## config.mk

```make
export PLATFORM = sky130hd
export DESIGN_NAME = axi_burst_master_flat
export DESIGN_NICKNAME = d
export VERILOG_FILES = /design/src/rtl/axi_master_pkg.sv /design/src/rtl/axi_burst_master_if.sv /design/src/rtl/axi_burst_beat_counter.sv /design/src/rtl/axi_burst_master.sv /design/src/flat_wrapper.sv
export SDC_FILE = /design/constraint.sdc
export NUM_CORES = 1
export LEC_CHECK = 0
export CAP_MARGIN = 20
export CORE_MARGIN = 10
export CORE_UTILIZATION = 45
export DETAILED_ROUTE_END_ITERATION = 6
export PLACE_DENSITY = 0.86
export SETUP_SLACK_MARGIN = 0.02
export SYNTH_ARGS = -nofsm -noshare
export SYNTH_HDL_FRONTEND = slang
export SYNTH_SLANG_ARGS = --single-unit
```

## constraint.sdc

```tcl
create_clock -name clk -period 4.7 [get_ports clk]
set_clock_uncertainty 0.15 [all_clocks]
set_input_delay 0.94 -clock clk [delete_from_list [all_inputs] [get_ports clk]]
set_output_delay 0.94 -clock clk [all_outputs]
set_load 0.1 [all_outputs]
```

## src/rtl/axi_master_pkg.sv

```systemverilog
// Shared encodings, state enum and constants for the AXI4 write/read-back burst master.
package axi_master_pkg;

    typedef enum logic [1:0] {
        BURST_FIXED = 2'b00,
        BURST_INCR  = 2'b01,
        BURST_WRAP  = 2'b10
    } burst_t;

    typedef enum logic [1:0] {
        RESP_OKAY   = 2'b00,
        RESP_EXOKAY = 2'b01,
        RESP_SLVERR = 2'b10,
        RESP_DECERR = 2'b11
    } resp_t;

    typedef enum logic [2:0] {
        ST_IDLE = 3'd0,
        ST_AW   = 3'd1,
        ST_W    = 3'd2,
        ST_B    = 3'd3,
        ST_AR   = 3'd4,
        ST_R    = 3'd5,
        ST_DONE = 3'd6
    } state_t;

    localparam int BOUNDARY_4K = 4096;

    // AXI AxSIZE encoding for a bus of the given byte width.
    function automatic logic [2:0] size_enc(input int bytes);
        return 3'($clog2(bytes));
    endfunction

endpackage

```

## src/rtl/axi_burst_master_if.sv

```systemverilog
// AXI4 five-channel bundle between the burst master and its slave/interconnect.
interface axi_burst_master_if #(
    parameter int ADDR_WIDTH = 32,
    parameter int DATA_WIDTH = 32,
    parameter int ID_WIDTH   = 4
);
    logic [ID_WIDTH-1:0]     awid;
    logic [ADDR_WIDTH-1:0]   awaddr;
    logic [7:0]              awlen;
    logic [2:0]              awsize;
    logic [1:0]              awburst;
    logic                    awvalid;
    logic                    awready;

    logic [DATA_WIDTH-1:0]   wdata;
    logic [DATA_WIDTH/8-1:0] wstrb;
    logic                    wlast;
    logic                    wvalid;
    logic                    wready;

    logic [ID_WIDTH-1:0]     bid;
    logic [1:0]              bresp;
    logic                    bvalid;
    logic                    bready;

    logic [ID_WIDTH-1:0]     arid;
    logic [ADDR_WIDTH-1:0]   araddr;
    logic [7:0]              arlen;
    logic [2:0]              arsize;
    logic [1:0]              arburst;
    logic                    arvalid;
    logic                    arready;

    logic [ID_WIDTH-1:0]     rid;
    logic [DATA_WIDTH-1:0]   rdata;
    logic [1:0]              rresp;
    logic                    rlast;
    logic                    rvalid;
    logic                    rready;

    // Every channel transfers on a cycle where valid and ready are both high at the
    // rising clock edge; a source holds valid and its payload stable until that edge.
    modport master (
        output awid, awaddr, awlen, awsize, awburst, awvalid,
        input  awready,
        output wdata, wstrb, wlast, wvalid,
        input  wready,
        input  bid, bresp, bvalid,
        output bready,
        output arid, araddr, arlen, arsize, arburst, arvalid,
        input  arready,
        input  rid, rdata, rresp, rlast, rvalid,
        output rready
    );

    modport slave (
        input  awid, awaddr, awlen, awsize, awburst, awvalid,
        output awready,
        input  wdata, wstrb, wlast, wvalid,
        output wready,
        output bid, bresp, bvalid,
        input  bready,
        input  arid, araddr, arlen, arsize, arburst, arvalid,
        output arready,
        output rid, rdata, rresp, rlast, rvalid,
        input  rready
    );

endinterface

```

## src/rtl/axi_burst_beat_counter.sv

```systemverilog
// Loadable 8-bit beat counter; last is high while the count sits on the terminal beat.
module axi_burst_beat_counter (
    input  logic       clk,
    input  logic       rst_n,
    input  logic       load,
    input  logic [7:0] len,
    input  logic       inc,
    output logic       last
);

    logic [7:0] count;
    logic [7:0] term;

    // Saturates on the terminal beat so overlong bursts keep reporting last.
    always_ff @(posedge clk or negedge rst_n) begin
        if (!rst_n) begin
            count <= 8'd0;
            term  <= 8'd0;
        end else if (load) begin
            count <= 8'd0;
            term  <= len;
        end else if (inc && !last) begin
            count <= count + 8'd1;
        end
    end

    assign last = (count == term);

endmodule

```

## src/rtl/axi_burst_master.sv

```systemverilog
// AXI4 master: per command writes an incrementing burst, reads it back and streams the read data out.
module axi_burst_master
    import axi_master_pkg::*;
#(
    parameter int ADDR_WIDTH = 32,
    parameter int DATA_WIDTH = 32,
    parameter int ID_WIDTH   = 4,
    parameter int TXN_ID     = 0
) (
    input  logic                  clk,
    input  logic                  rst_n,
    input  logic                  start,
    input  logic [ADDR_WIDTH-1:0] cmd_addr,
    input  logic [7:0]            cmd_len,
    input  logic [DATA_WIDTH-1:0] data_seed,
    output logic                  busy,
    output logic                  interrupt,
    output logic                  error,
    output logic [DATA_WIDTH-1:0] rd_data,
    output logic                  rd_valid,
    output state_t                dbg_state,
    axi_burst_master_if.master    m_axi
);

    localparam int            BYTES    = DATA_WIDTH / 8;
    localparam logic [2:0]    SIZE     = size_enc(BYTES);
    localparam logic [ID_WIDTH-1:0] ID = ID_WIDTH'(TXN_ID);

    state_t                state, state_next;
    logic [ADDR_WIDTH-1:0] addr_q;
    logic [7:0]            len_q;
    logic [DATA_WIDTH-1:0] wdata_q;
    logic                  overrun_q;

    logic                  awvalid, wvalid, bready, arvalid, rready;
    logic [ID_WIDTH-1:0]   awid, arid;
    logic [ADDR_WIDTH-1:0] awaddr, araddr;
    logic [7:0]            awlen, arlen;
    logic [2:0]            awsize, arsize;
    logic [1:0]            awburst, arburst;
    logic [DATA_WIDTH-1:0] wdata;
    logic [BYTES-1:0]      wstrb;
    logic                  wlast;

    logic aw_hs, w_hs, b_hs, ar_hs, r_hs;
    logic w_last, r_last;
    logic accept, cmd_bad, misaligned;
    logic [13:0] span_end;

    assign aw_hs = awvalid && m_axi.awready;
    assign w_hs  = wvalid  && m_axi.wready;
    assign b_hs  = bready  && m_axi.bvalid;
    assign ar_hs = arvalid && m_axi.arready;
    assign r_hs  = rready  && m_axi.rvalid;

    // First byte past the burst, relative to its 4 KB page.
    assign span_end   = {2'b00, cmd_addr[11:0]} + ((14'(cmd_len) + 14'd1) << SIZE);
    assign misaligned = |(cmd_addr & ADDR_WIDTH'(BYTES - 1));
    assign cmd_bad    = misaligned || (span_end > 14'(BOUNDARY_4K));
    assign accept     = (state == ST_IDLE) && start;

    axi_burst_beat_counter u_w_cnt (
        .clk   (clk),
        .rst_n (rst_n),
        .load  (accept),
        .len   (cmd_len),
        .inc   (w_hs),
        .last  (w_last)
    );

    axi_burst_beat_counter u_r_cnt (
        .clk   (clk),
        .rst_n (rst_n),
        .load  (accept),
        .len   (cmd_len),
        .inc   (r_hs),
        .last  (r_last)
    );

    always_ff @(posedge clk or negedge rst_n) begin
        if (!rst_n) state <= ST_IDLE;
        else        state <= state_next;
    end

    always_comb begin
        state_next = state;
        case (state)
            ST_IDLE: if (accept && !cmd_bad)         state_next = ST_AW;
            ST_AW:   if (aw_hs)                      state_next = ST_W;
            ST_W:    if (w_hs && w_last)             state_next = ST_B;
            ST_B:    if (b_hs)                       state_next = ST_AR;
            ST_AR:   if (ar_hs)                      state_next = ST_R;
            ST_R:    if (r_hs && m_axi.rlast)        state_next = ST_DONE;
            ST_DONE:                                 state_next = ST_IDLE;
            default:                                 state_next = ST_IDLE;
        endcase
    end

    // Channel payloads are zeroed outside their own state so reset leaves the bus quiet.
    always_comb begin
        awvalid = 1'b0; awid = '0; awaddr = '0; awlen = '0; awsize = '0; awburst = '0;
        wvalid  = 1'b0; wdata = '0; wstrb = '0; wlast = 1'b0;
        bready  = 1'b0;
        arvalid = 1'b0; arid = '0; araddr = '0; arlen = '0; arsize = '0; arburst = '0;
        rready  = 1'b0;
        busy    = (state != ST_IDLE) && (state != ST_DONE);
        case (state)
            ST_AW: begin
                awvalid = 1'b1; awid = ID; awaddr = addr_q; awlen = len_q;
                awsize = SIZE; awburst = BURST_INCR;
            end
            ST_W: begin
                wvalid = 1'b1; wdata = wdata_q; wstrb = '1; wlast = w_last;
            end
            ST_B:  bready = 1'b1;
            ST_AR: begin
                arvalid = 1'b1; arid = ID; araddr = addr_q; arlen = len_q;
                arsize = SIZE; arburst = BURST_INCR;
            end
            ST_R:  rready = 1'b1;
            default: ;
        endcase
    end

    always_ff @(posedge clk or negedge rst_n) begin
        if (!rst_n) begin
            addr_q    <= '0;
            len_q     <= '0;
            wdata_q   <= '0;
            overrun_q <= 1'b0;
            interrupt <= 1'b0;
            error     <= 1'b0;
            rd_data   <= '0;
            rd_valid  <= 1'b0;
        end else begin
            rd_valid <= r_hs && !overrun_q;
            if (accept) begin
                addr_q    <= cmd_addr;
                len_q     <= cmd_len;
                wdata_q   <= data_seed;
                overrun_q <= 1'b0;
                interrupt <= cmd_bad;
                error     <= cmd_bad;
            end
            if (w_hs) wdata_q <= wdata_q + DATA_WIDTH'(1);
            if (b_hs && ((m_axi.bresp != RESP_OKAY) || (m_axi.bid != ID))) error <= 1'b1;
            if (r_hs) begin
                if ((m_axi.rresp != RESP_OKAY) || (m_axi.rid != ID) || (m_axi.rlast != r_last))
                    error <= 1'b1;
                // Beats beyond the terminal one are drained but never forwarded.
                if (r_last && !m_axi.rlast) overrun_q <= 1'b1;
                if (!overrun_q) rd_data <= m_axi.rdata;
                if (m_axi.rlast) interrupt <= 1'b1;
            end
        end
    end

    assign dbg_state = state;

    assign m_axi.awvalid = awvalid;
    assign m_axi.awid    = awid;
    assign m_axi.awaddr  = awaddr;
    assign m_axi.awlen   = awlen;
    assign m_axi.awsize  = awsize;
    assign m_axi.awburst = awburst;
    assign m_axi.wvalid  = wvalid;
    assign m_axi.wdata   = wdata;
    assign m_axi.wstrb   = wstrb;
    assign m_axi.wlast   = wlast;
    assign m_axi.bready  = bready;
    assign m_axi.arvalid = arvalid;
    assign m_axi.arid    = arid;
    assign m_axi.araddr  = araddr;
    assign m_axi.arlen   = arlen;
    assign m_axi.arsize  = arsize;
    assign m_axi.arburst = arburst;
    assign m_axi.rready  = rready;

endmodule
```

## src/flat_wrapper.sv

```systemverilog
// flat-port wrapper written by rule: the top's interface ports become plain ports
module axi_burst_master_flat import axi_master_pkg::*;
#(
    parameter int ADDR_WIDTH = 32,
    parameter int DATA_WIDTH = 32,
    parameter int ID_WIDTH   = 4,
    parameter int TXN_ID     = 0
)
  (clk, rst_n, start, cmd_addr, cmd_len, data_seed, busy, interrupt, error, rd_data, rd_valid, dbg_state, m_axi_awid, m_axi_awaddr, m_axi_awlen, m_axi_awsize, m_axi_awburst, m_axi_awvalid, m_axi_awready, m_axi_wdata, m_axi_wstrb, m_axi_wlast, m_axi_wvalid, m_axi_wready, m_axi_bid, m_axi_bresp, m_axi_bvalid, m_axi_bready, m_axi_arid, m_axi_araddr, m_axi_arlen, m_axi_arsize, m_axi_arburst, m_axi_arvalid, m_axi_arready, m_axi_rid, m_axi_rdata, m_axi_rresp, m_axi_rlast, m_axi_rvalid, m_axi_rready);
  axi_burst_master_if #(.ADDR_WIDTH(ADDR_WIDTH), .DATA_WIDTH(DATA_WIDTH), .ID_WIDTH(ID_WIDTH)) m_axi_i ();
  input  logic clk;
  input  logic rst_n;
  input  logic start;
  input  logic [ADDR_WIDTH-1:0] cmd_addr;
  input  logic [7:0] cmd_len;
  input  logic [DATA_WIDTH-1:0] data_seed;
  output logic busy;
  output logic interrupt;
  output logic error;
  output logic [DATA_WIDTH-1:0] rd_data;
  output logic rd_valid;
  output state_t dbg_state;
  output wire logic [$bits(m_axi_i.awid)-1:0] m_axi_awid;
  output wire logic [$bits(m_axi_i.awaddr)-1:0] m_axi_awaddr;
  output wire logic [$bits(m_axi_i.awlen)-1:0] m_axi_awlen;
  output wire logic [$bits(m_axi_i.awsize)-1:0] m_axi_awsize;
  output wire logic [$bits(m_axi_i.awburst)-1:0] m_axi_awburst;
  output wire logic [$bits(m_axi_i.awvalid)-1:0] m_axi_awvalid;
  input wire logic [$bits(m_axi_i.awready)-1:0] m_axi_awready;
  output wire logic [$bits(m_axi_i.wdata)-1:0] m_axi_wdata;
  output wire logic [$bits(m_axi_i.wstrb)-1:0] m_axi_wstrb;
  output wire logic [$bits(m_axi_i.wlast)-1:0] m_axi_wlast;
  output wire logic [$bits(m_axi_i.wvalid)-1:0] m_axi_wvalid;
  input wire logic [$bits(m_axi_i.wready)-1:0] m_axi_wready;
  input wire logic [$bits(m_axi_i.bid)-1:0] m_axi_bid;
  input wire logic [$bits(m_axi_i.bresp)-1:0] m_axi_bresp;
  input wire logic [$bits(m_axi_i.bvalid)-1:0] m_axi_bvalid;
  output wire logic [$bits(m_axi_i.bready)-1:0] m_axi_bready;
  output wire logic [$bits(m_axi_i.arid)-1:0] m_axi_arid;
  output wire logic [$bits(m_axi_i.araddr)-1:0] m_axi_araddr;
  output wire logic [$bits(m_axi_i.arlen)-1:0] m_axi_arlen;
  output wire logic [$bits(m_axi_i.arsize)-1:0] m_axi_arsize;
  output wire logic [$bits(m_axi_i.arburst)-1:0] m_axi_arburst;
  output wire logic [$bits(m_axi_i.arvalid)-1:0] m_axi_arvalid;
  input wire logic [$bits(m_axi_i.arready)-1:0] m_axi_arready;
  input wire logic [$bits(m_axi_i.rid)-1:0] m_axi_rid;
  input wire logic [$bits(m_axi_i.rdata)-1:0] m_axi_rdata;
  input wire logic [$bits(m_axi_i.rresp)-1:0] m_axi_rresp;
  input wire logic [$bits(m_axi_i.rlast)-1:0] m_axi_rlast;
  input wire logic [$bits(m_axi_i.rvalid)-1:0] m_axi_rvalid;
  output wire logic [$bits(m_axi_i.rready)-1:0] m_axi_rready;
  assign m_axi_awid = m_axi_i.awid;
  assign m_axi_awaddr = m_axi_i.awaddr;
  assign m_axi_awlen = m_axi_i.awlen;
  assign m_axi_awsize = m_axi_i.awsize;
  assign m_axi_awburst = m_axi_i.awburst;
  assign m_axi_awvalid = m_axi_i.awvalid;
  assign m_axi_i.awready = m_axi_awready;
  assign m_axi_wdata = m_axi_i.wdata;
  assign m_axi_wstrb = m_axi_i.wstrb;
  assign m_axi_wlast = m_axi_i.wlast;
  assign m_axi_wvalid = m_axi_i.wvalid;
  assign m_axi_i.wready = m_axi_wready;
  assign m_axi_i.bid = m_axi_bid;
  assign m_axi_i.bresp = m_axi_bresp;
  assign m_axi_i.bvalid = m_axi_bvalid;
  assign m_axi_bready = m_axi_i.bready;
  assign m_axi_arid = m_axi_i.arid;
  assign m_axi_araddr = m_axi_i.araddr;
  assign m_axi_arlen = m_axi_i.arlen;
  assign m_axi_arsize = m_axi_i.arsize;
  assign m_axi_arburst = m_axi_i.arburst;
  assign m_axi_arvalid = m_axi_i.arvalid;
  assign m_axi_i.arready = m_axi_arready;
  assign m_axi_i.rid = m_axi_rid;
  assign m_axi_i.rdata = m_axi_rdata;
  assign m_axi_i.rresp = m_axi_rresp;
  assign m_axi_i.rlast = m_axi_rlast;
  assign m_axi_i.rvalid = m_axi_rvalid;
  assign m_axi_rready = m_axi_i.rready;
  axi_burst_master #(.ADDR_WIDTH(ADDR_WIDTH), .DATA_WIDTH(DATA_WIDTH), .ID_WIDTH(ID_WIDTH), .TXN_ID(TXN_ID)) u_core (.clk(clk), .rst_n(rst_n), .start(start), .cmd_addr(cmd_addr), .cmd_len(cmd_len), .data_seed(data_seed), .busy(busy), .interrupt(interrupt), .error(error), .rd_data(rd_data), .rd_valid(rd_valid), .dbg_state(dbg_state), .m_axi(m_axi_i));
endmodule
```

==> results of run 1 <==
state kept, by name (all words and copies together) (netlist names):
signal and flops:
u_core.addr_q 32, u_core.rd_data 32, u_core.wdata_q 32, u_core.len_q 8, u_core.u_r_cnt.count 8, u_core.u_w_cnt.count 8
u_core.dbg_state 3, u_core.error 1, u_core.interrupt 1, u_core.overrun_q 1, u_core.rd_valid 1
cells in the mapped netlist, types with 9 or more instances:
cell      count
a211oi_1     11
a21oi_1      17
a311oi_1      9
and2_1       74
and3_1       57
buf_2         9
buf_4        24
clkbuf_1     26
dfrtp_1     127
ha_1         15
inv_1         9
mux2_2       33
nand2_1     155
nand3_1      17
nand4_1      11
nor2_1       63
nor3_1       14
o21ai_0      23
xnor2_1      18
xor2_1       17
critical path, stage by stage:
cell	delay (ns)
clkdlybuf4s50_1	0.54
ha_1	0.21
nand3_1	0.12
nor2_1	0.18
xor2_1	0.17
ha_1	0.32
o2111ai_1	0.31
o22a_1	0.22
o211ai_1	0.11
a2111oi_0	0.47
a41oi_1	0.12
mux2_1	0.34
final cells by class:
class / instances / area, um^2 / area share (%)
well taps: 216 / 270 / 2.39
flip-flops and latches: 127 / 3180 / 28.1
multi-input cells: 643 / 3950 / 35.0
inverters: 11 / 41.3 / 0.366
clock buffers: 20 / 457 / 4.04
clock inverters: 12 / 205 / 1.82
repair buffers: 297 / 3190 / 28.3
per-layer routing:
metal / routed length (um) / part of all wire [%] / vias up / GRT usage (%)
li1: - / - / 3388 / -
met1: 9980 / 40 / 3388 / 25.6
met2: 12500 / 50 / 292 / 36.8
met3: 2030 / 8.1 / 42 / 6.37
met4: 613 / 2.4 / 0 / 7.68
met5: 0 / 0 / - / 0
how the worst max path moves through the flow:
stage                             start                   to  slack (ns)  cells after the start
CTS                          cmd_len[0]  u_core.dbg_state[1]        0.79                     12
global placement             cmd_len[4]  u_core.dbg_state[1]        0.46                     12
finish                       cmd_len[0]  u_core.dbg_state[1]        0.78                     12
floorplan           u_core.dbg_state[1]      m_axi_wdata[20]        0.05                      6
global route                 cmd_len[0]  u_core.dbg_state[1]        0.52                     12
detailed placement           cmd_len[0]  u_core.dbg_state[1]        0.38                     12
through the flow:
step	setup slack (ns)	util, %
6_report	0.781	70.3
4_1_cts	0.790	70.3
3_3_place_gp	0.459	66.2
3_5_place_dp	0.379	66.2
2_1_floorplan	0.0499	-
5_1_grt	0.520	70.3
cell families (layout without fill, tap and decap cells):
group                    count (synthesis)  in the layout
other                                    1             14
AND/OR/NAND/NOR                        426            426
adder cells (fa/ha/maj)                 16             16
AO/OA/AOI/OAI                          115            115
flip-flops                             127            127
multiplexers                            37             37
buffers and inverters                   75            340
XOR/XNOR                                35             35
==> metrics, run 1 <==
worst slew pin tran=1.03 ns; dpl cell area=0.0106 mm^2; Initial Util=46.4%; DRT antenna net count=0; ys flop type=dfrtp_1; Clock transition at path regs=0.06 ns; Max-Slew Margin vs Limit=31.0%; number of synthesized flops with an enable pin=0; worst r2r path cells=9; largest net degree at the start of global routing=67; largest family of logic cells by synthesized area=simple AND/OR/NAND/NOR gates; Fin. Hold Viols=0; DR vias=7,110; num rows=46; clock tree buffer depth=2; Synth Area in Compound Gates=11.1%; Die ar.=0.0221 mm^2; outcome=completed; Yosys reg bits=127; Setup violations, final=0; Post-CTS Setup Bufs=0; final period utilization=83.4%; GP Congestion=0.878; Netlist cell types=70; Inserted Diodes=0; H-tree levels=4; RSZ-0062 raised after global routing=no; r2r setup slk=1.18 ns; Max-Cap Viols=0; synthesized instance count=832; drt wl/cell=18.9 um; Root Buffer=clkbuf_16; Area contributors post-synth=dfrtp_1 43%, nand2_1 7.8%, and2_1 6.2%, mux2_2 5.0%, and3_1 4.8%; Die W=149 um; Placed Cells=1,294; xor/xnor share of the synthesized area=4.11%; Hold Path Depth=2; Critical Path AT=4.07 ns; mux contribution to synthesized area=5.54%; CTS resizes=0; initial DRC count=438; Hold EP=u_core.addr_q[19]; startpoint types=input port; Fill cells=1,228; vias per cell=5.36; DRT Pass-1 Iters=5; num ports=304; Port-buffer cells=289; Post-CTS Hold Fix Bufs=0; clock latency on the worst-skew pair=0.42 ns; WHS=0.338 ns; max-slew violations=0; residual DRC count=0; simple-gate portion of the synthesized area=28.6%; die height=149 um; fin nets=1,238; final non-filler cell total=1,326; most frequent cells in the layout=165 x clkdlybuf4s50_1, 154 x nand2_1, 127 x dfrtp_1; sequential element share of the synthesized area=42.7%; fin crit period=3.92 ns; most common cell after layout, fill and taps aside=clkdlybuf4s50_1; CTS tree=done; Layout area overhead=51.6%; vias in the first global route=7,189; fmax=0.255 GHz; first-pass GRT wire length=38,700 um; Critical Path RT=4.85 ns; worst-path maximum fanout=8; Worst setup EP type=flip-flop; Final HPWL DP=19,000 um; Hold Path Class=reg -> reg; Post-Syn Area=0.00745 mm^2; Async SR Flop Fraction=100%; share of cells above drive strength 1=19.5%; cell taking the most area after synthesis=dfrtp_1; Synth warnings=0; RR Endpoint=u_core.u_w_cnt.count[6]; Avg Synthesized Cell Area=8.96 um^2; Worst Hold Launch=u_core.addr_q[19]; kind of critical path=in -> reg; initial antenna violation count=0; clk sink count=127; GRT Util Overall=21.8%; Core Box Area=0.0161 mm^2; CTS buffer count=17; RR Startpoint=u_core.dbg_state[0]; Routed WL=25,100 um; design area=0.0113 mm^2; Synth top area share=42.7%; post-synthesis adder-cell area fraction=2.79%; setup_tns=0 ns; GRT overflow=0
Power of run 1 is not shown: default switching activity piles up to over one toggle a cycle in this logic, so the estimate is an artifact.
==> inputs of run 2 (changes only) <==
- CORE_UTILIZATION: 45 -> 40
- PLACE_DENSITY: 0.86 -> 0.81
- clock period: 4.7 -> 3.4 ns (I/O delays scaled with it)
==> metrics, run 2 (synthesis results as in run 1) <==
outcome=completed; final non-filler cell total=1,378; critical path depth in cells=12; WL met2=13,200 um; fin util=69.0%; Crit path max-delay family=compound AO/OA/AOI/OAI gates; Largest regs=u_core.addr_q x32, u_core.rd_data x32, u_core.wdata_q x32; Buf/Inv on CP=3; critical path's slowest cell=mux2_4; H-tree levels=4; vias in the first global route=7,669; num rows=49; Fill cells=1,345; clock tree buffer depth=2; initial DRC count=368; Clock transition at path regs=0.06 ns; DP Worst Slack=-0.588 ns; die height=156 um; worst-path maximum fanout=4; Die W=156 um; RSZ-0062 raised after global routing=no; Root Buffer=clkbuf_16; CP peak stage delay=0.34 ns; Layout area overhead=68.1%; first-pass GRT wire length=41,800 um; final period utilization=94.7%; Hold Path Class=in -> async; kind of critical path=in -> reg; Core Box Area=0.0181 mm^2; RR Startpoint=u_core.dbg_state[2]; Max-Cap Viols=0; Routed WL=26,600 um; Setup violations, final=0; uppermost layer routed=met4; Worst setup EP type=flip-flop; DRT Pass-1 Iters=5; initial antenna violation count=0; GRT overflow=0; max-slew violations=0; largest net degree at the start of global routing=55; crit path from=cmd_len[1]; CTS tree=done; drt wl/cell=19.3 um; worst r2r path cells=8; fin nets=1,277; Max-Slew Margin vs Limit=59.6%; most common cell after layout, fill and taps aside=nand2_1; Placed Cells=1,344; r2r setup slk=0.43 ns; CTS buffer count=17; WHS=0.104 ns; clk sink count=127; GP Congestion=0.886; Fin. Hold Viols=0; clock latency on the worst-skew pair=0.42 ns; fin crit period=3.22 ns; most frequent cells in the layout=154 x nand2_1, 125 x buf_12, 125 x dfrtp_1; Die ar.=0.0245 mm^2; Port-buffer cells=289; Final HPWL DP=20,300 um; share of cells above drive strength 1=28.5%; worst slew pin tran=0.606 ns; Critical Path AT=3.36 ns; WL met1=10,300 um; CP cell instances=dlygate4sd2_1 > ha_1 > buf_4 > xor2_1 > ha_1 > buf_4 > o21ai_0 > o21ai_1 > and4b_1 > o221ai_1 > a41oi_2 > mux2_4; GRT Util Overall=21.3%; Inserted Diodes=0; startpoint types=input port; Critical Path RT=3.54 ns; DR vias=7,326; DRT antenna net count=0; Initial Util=41.1%; WL met3=2590 um; num ports=304; final worst slack=0.179 ns; vias per cell=5.32; fmax=0.310 GHz; RR Endpoint=u_core.u_w_cnt.count[6]; residual DRC count=0
==> run 2: worst max-delay path by stage <==
stage / endpoint / slack, ns
2_1_floorplan: m_axi_wdata[15] / -0.03
3_3_place_gp: u_core.dbg_state[1] / -0.53
3_5_place_dp: u_core.dbg_state[1] / -0.59
4_1_cts: u_core.dbg_state[1] / 0.05
5_1_grt: m_axi_wdata[12] / 0.02
6_report: u_core.dbg_state[1] / 0.18
==> run 2: what timing repair did <==
item,CTS,global route
buffers inserted,2,0
hold buffers,0,0
resized for setup,8,8
pin swaps,6,5
setup endpoints to repair,1,2
==> run 2: area by class of cell <==
type	instances	area (um^2)	area share, %
clock inverter	15	164	1.31
multi-input combinational	643	4030	32.2
sequential	127	3180	25.4
inverter	11	41.3	0.330
tap	229	287	2.29
timing repair buffer	336	4400	35.1
clock buffer	17	425	3.40
==> run 2: metrics by stage <==
stage	cell area, um^2	setup TNS, ns
finish	12500	0
global placement	11900	-1.43
floorplan	7540	-0.145
CTS	12500	0
global route	12500	0
detailed placement	11900	-1.54
==> run 2: layer usage <==
metal  GRT usage [%]  up-vias
li1                -     3460
met1            24.7     3539
met2            35.9      294
met3            8.63       33
met4            5.44        0
met5               0        -
Power of run 2 is left out for the same reason.
